File: src/rtl/dff_pipe.sv
// Elastic register pipeline: DEPTH valid/ready stages carrying WIDTH-bit tokens,
// with bubble collapse, synchronous reset/preset/flush and a live token count.
module dff_pipe #(
  parameter int               WIDTH   = 8,
  parameter int               DEPTH   = 3,
  parameter logic [WIDTH-1:0] RST_VAL = {WIDTH{1'b0}},
  parameter logic [WIDTH-1:0] SET_VAL = {WIDTH{1'b1}},
  parameter int               CNT_W   = $clog2(DEPTH+1)
) (
  input  logic             clk_i,
  input  logic             rst_i,
  input  logic             set_i,
  input  logic             flush_i,
  input  logic             valid_i,
  output logic             ready_o,
  input  logic [WIDTH-1:0] d_i,
  output logic             valid_o,
  input  logic             ready_i,
  output logic [WIDTH-1:0] q_o,
  output logic [CNT_W-1:0] count_o
);

  logic [WIDTH-1:0] data [DEPTH];
  logic [DEPTH-1:0] vld;
  logic [DEPTH-1:0] vld_nxt;
  logic [DEPTH-1:0] acc;
  logic [DEPTH-1:0] emit;
  logic [DEPTH-1:0] recv;
  logic [CNT_W-1:0] count;
  logic [CNT_W-1:0] count_nxt;
  logic             ctl;
  logic             in_xfer;
  logic             out_xfer;

  // Any control pulse freezes both handshakes so no token moves that cycle.
  assign ctl      = rst_i | set_i | flush_i;
  assign valid_o  = vld[DEPTH-1] & ~ctl;
  assign out_xfer = valid_o & ready_i;
  assign ready_o  = acc[0] & ~ctl;
  assign in_xfer  = valid_i & ready_o;
  assign q_o      = data[DEPTH-1];
  assign count_o  = count;

  // Ready chain, walked from the output back towards the input.
  always_comb begin
    emit = '0;
    acc  = '0;
    emit[DEPTH-1] = out_xfer;
    acc[DEPTH-1]  = ~vld[DEPTH-1] | out_xfer;
    for (int k = DEPTH - 2; k >= 0; k--) begin
      emit[k] = vld[k] & acc[k+1];
      acc[k]  = ~vld[k] | emit[k];
    end
  end

  always_comb begin
    recv    = '0;
    recv[0] = in_xfer;
    for (int k = 1; k < DEPTH; k++) begin
      recv[k] = emit[k-1];
    end
    vld_nxt   = recv | (vld & ~emit);
    count_nxt = count + CNT_W'(in_xfer) - CNT_W'(out_xfer);
  end

  // Register stage update: data of empty or stalled stages simply holds.
  always_ff @(posedge clk_i) begin
    if (rst_i) begin
      for (int k = 0; k < DEPTH; k++) begin
        data[k] <= RST_VAL;
      end
      vld   <= '0;
      count <= '0;
    end else if (set_i) begin
      for (int k = 0; k < DEPTH; k++) begin
        data[k] <= SET_VAL;
      end
      vld   <= '1;
      count <= CNT_W'(DEPTH);
    end else if (flush_i) begin
      vld   <= '0;
      count <= '0;
    end else begin
      if (recv[0]) begin
        data[0] <= d_i;
      end
      for (int k = 1; k < DEPTH; k++) begin
        if (recv[k]) begin
          data[k] <= data[k-1];
        end
      end
      vld   <= vld_nxt;
      count <= count_nxt;
    end
  end

endmodule

File: config.mk
export PLATFORM = sky130hd
export DESIGN_NAME = dff_pipe
export DESIGN_NICKNAME = d
export VERILOG_FILES = /design/src/rtl/dff_pipe.sv
export SDC_FILE = /design/constraint.sdc
export NUM_CORES = 1
export LEC_CHECK = 0
export CAP_MARGIN = 20
export CORE_MARGIN = 4
export CORE_UTILIZATION = 47
export CTS_CLUSTER_DIAMETER = 150
export CTS_CLUSTER_SIZE = 10
export DETAILED_ROUTE_END_ITERATION = 10
export PLACE_DENSITY_LB_ADDON = 0.08
export SYNTH_ARGS = -nofsm -noshare
export SYNTH_HDL_FRONTEND = slang
export SYNTH_SLANG_ARGS = --single-unit
File: constraint.sdc
create_clock -name clk_i -period 2.24 [get_ports clk_i]
set_input_delay 0.56 -clock clk_i [delete_from_list [all_inputs] [get_ports clk_i]]
set_output_delay 0.56 -clock clk_i [all_outputs]
set_load 0.01 [all_outputs]
==> flow_metrics.env <==
export IMPL_routedWlPerCell_um=12.0
export IMPL_crit_fanout=2
export IMPL_synth_async_reset_ratio_pct=0
export IMPL_num_antenna_cells=0
export IMPL_r2r_end="count_o[1]$_SDFF_PP0_"
export IMPL_drc=0
export IMPL_post_dp_hpwl_um=1980
export IMPL_worstMarginPinSlew_ps=243
export IMPL_critical_path_top_delay_family="simple AND/OR/NAND/NOR gates"
export IMPL_r2r_start="vld[1]$_SDFF_PP0_"
export IMPL_max_freq_ghz=0.462
export IMPL_vdd_ir_drop_worst_v=0.000306
export IMPL_p_seq_share_pct=56.0
export IMPL_ys_flop_type="edfxtp_1"
export IMPL_ys_warn_count=0
export IMPL_worstSetupPathType="in -> reg"
export IMPL_drv_slew=0
export IMPL_portBuffers=25
export IMPL_first_iter_violations=51
export IMPL_core_area_sq_mm=0.00305
export IMPL_htreeDepth=2
export IMPL_cp_end_kind="flip-flop"
export IMPL_crit_chain="clkdlybuf4s50_1 -> nand3_4 -> ha_4 -> inv_1 -> ha_2 -> xnor2_1 -> or4_1 -> nand3_1"
export IMPL_vias=1014
export IMPL_critPathBufInv=2
export IMPL_switchingPower_mw=0.295
export IMPL_finalSetupTns_ps=0
export IMPL_hold_violations=0
export IMPL_vias_per_cell=4.85
export IMPL_wl_um=2510
export IMPL_switching_share_pct=25.4
export IMPL_dieArea_sq_mm=0.00418
export IMPL_synth_cell_type_count=32
export IMPL_track_usage_pct=14.5
export IMPL_syn_nets=145
export IMPL_cts_hold_buf=0
export IMPL_critical_path_max_stage_delay_ps=550
export IMPL_dp_worst_setup_slack_ps=-397
export IMPL_postRouteAntennaNets=0
export IMPL_grt_overflow=0
export IMPL_crit_path_top_delay_cell="clkdlybuf4s50_1"
export IMPL_cap_violations=0
export IMPL_leakage_nw=0.736
export IMPL_hold_path_class="reg -> reg"
export IMPL_area_delta_synth_final_pct=27.7
export IMPL_antenna_found_initial=0
export IMPL_status="finished clean"
export IMPL_clock_power_share_pct=25.5
export IMPL_routabilityCongestion=0.788
export IMPL_relSlewSlack_pct=83.8
export IMPL_dieHeight_um=64.6
export IMPL_numCtsBuffers=5
export IMPL_setup_viol=0
export IMPL_cp_data_arrival_time_ps=2430
export IMPL_min_period_ps=2160
export IMPL_drive_gt1_share_pct=33.9
export IMPL_final_cell_mix="nand2_1, edfxtp_1, o21ai_2, clkdlybuf4s50_1, buf_4"
export IMPL_cts_clk_slew_worst_paths_ps=90
export IMPL_ys_ff_latch=29
export IMPL_clock_skew_ps=9.53
export IMPL_dr_pass1_iters=4
export IMPL_nNetsFinal=180
export IMPL_ys_seq_area_share_pct=54.5
export IMPL_hold_depth=2
export IMPL_clk_latency_ps=320
export IMPL_crit_required_ps=2500
export IMPL_io_pin_count=26
export IMPL_root_buffer="clkbuf_4"
export IMPL_worst_setup_path_start_kind="input pin"
export IMPL_clk_path_buf_depth=2
export IMPL_min_period_over_period_pct=96.6
export IMPL_min_from="count_o[1]$_SDFF_PP0_"
export IMPL_grt_max_degree=25
export IMPL_p_int_mw=0.868
export IMPL_cts_tree="built"
export IMPL_p_comb_share_pct=18.4
export IMPL_setup_ws_ps=77.1
export IMPL_synth_edf_count=24
export IMPL_clock_sinks=29
export IMPL_die_w_um=64.6
export IMPL_start_util_pct=49.3
export IMPL_grt_pass1_wl_um=4440
export IMPL_syn_avg_cell_area_sq_um=11.7
export IMPL_reg2reg_depth=8
export IMPL_min_to="count_o[1]$_SDFF_PP0_"
export IMPL_grt_pass1_vias=1002
export IMPL_power_density_mw_per_mm2=605
export IMPL_syn_area_sq_mm=0.00151
export IMPL_syn_inst=129
export IMPL_rrSetupSlack_ps=280
export IMPL_rows=20
[layout make-up]
cell class	instances	area (sq um)
timing repair buffer	44	419
clock inverter	2	10.0
clock buffer	6	41.3
sequential	29	821
fill	270	1130
multi-input combinational	81	566
inverter	3	11.3
tap	44	55.1
[repair_timing]
item / CTS / global route
setup buffers: 2 / 1
endpoints found under the setup margin: 3 / 1
pin swaps: 1 / 3
resized for setup: 6 / 8
[logic make-up (layout without fill, tap and decap cells)]
| group | Yosys count | count (layout) | share of synthesized area (%) |
|---|---|---|---|
| adders and majority gates | 2 | 2 | 1.66 |
| buffers and inverters | 19 | 55 | 9.72 |
| xor gates and xnor gates | 1 | 1 | 0.582 |
| AOI/OAI and AO/OA | 35 | 35 | 18.8 |
| and+or+nand+nor | 43 | 43 | 14.8 |
| DFF | 29 | 29 | 54.5 |
[metrics by stage]
stage / power, mW / area, sq um / util, % / hold WS, ps / instances
floorplan: 0.793 / 1520 / - / 496 / 129
global placement: 0.873 / 1840 / 60.4 / 479 / 199
detailed placement: 0.881 / 1840 / 60.4 / 528 / 199
CTS: 1.17 / 1900 / 62.3 / 542 / 209
global route: 1.22 / 1920 / 63.0 / 577 / 209
finish: 1.16 / 1920 / 63.0 / 535 / 209
[per-layer routing]
| metal | global-route usage (%) | routed length (um) |
|---|---|---|
| met1 | 16.1 | 1060 |
| met2 | 23.7 | 1250 |
| met4 | 7.92 | 62 |
| met5 | 0 | 0 |
| met3 | 5.89 | 141 |
[flip-flops by register name, summed over array words and instances (netlist names)]
register / cells
data: 24
vld: 3
count_o: 2
[synth_stat cells, drive strengths merged (2+ instances only)]
cell	instances	area, sq um
clkbuf	2	11.3
nand2	26	103
o31a	2	17.5
buf	14	124
ha	2	25.0
inv	3	11.3
nand2b	2	12.5
a21oi	4	20.0
dfxtp	5	100
o21ai	25	196
nor2	3	11.3
edfxtp	24	721
nand3	3	20.0
and2	2	12.5
[worst max-delay path by stage]
stage,startpoint,end,slack [ps],cells after the start
5_1_grt,rst_i,count_o[1]$_SDFF_PP0_,-9,10
3_5_place_dp,flush_i,count_o[1]$_SDFF_PP0_,-400,9
4_1_cts,set_i,count_o[1]$_SDFF_PP0_,30,11
3_3_place_gp,flush_i,count_o[1]$_SDFF_PP0_,-320,9
6_report,valid_i,count_o[1]$_SDFF_PP0_,80,8
2_1_floorplan,flush_i,count_o[1]$_SDFF_PP0_,-120,10
[worst reg2reg max path: cells and delay by family (launching register included)]
kind	cells	cell delay, ps
buffers and inverters	1	50
adders and majority gates	2	360
xor gates and xnor gates	1	70
DFF	1	430
and+or+nand+nor	4	1000
[power groups by stage]
stage / registers, mW / clock network (mW) / logic (mW)
after floorplan: 0.662 / 0 / 0.131
after global placement: 0.663 / 0 / 0.211
after detailed placement: 0.665 / 0 / 0.216
after CTS: 0.653 / 0.306 / 0.215
after global routing: 0.659 / 0.327 / 0.234
final: 0.652 / 0.297 / 0.214
No activity file was read; power rests on OpenSTA's default activity.
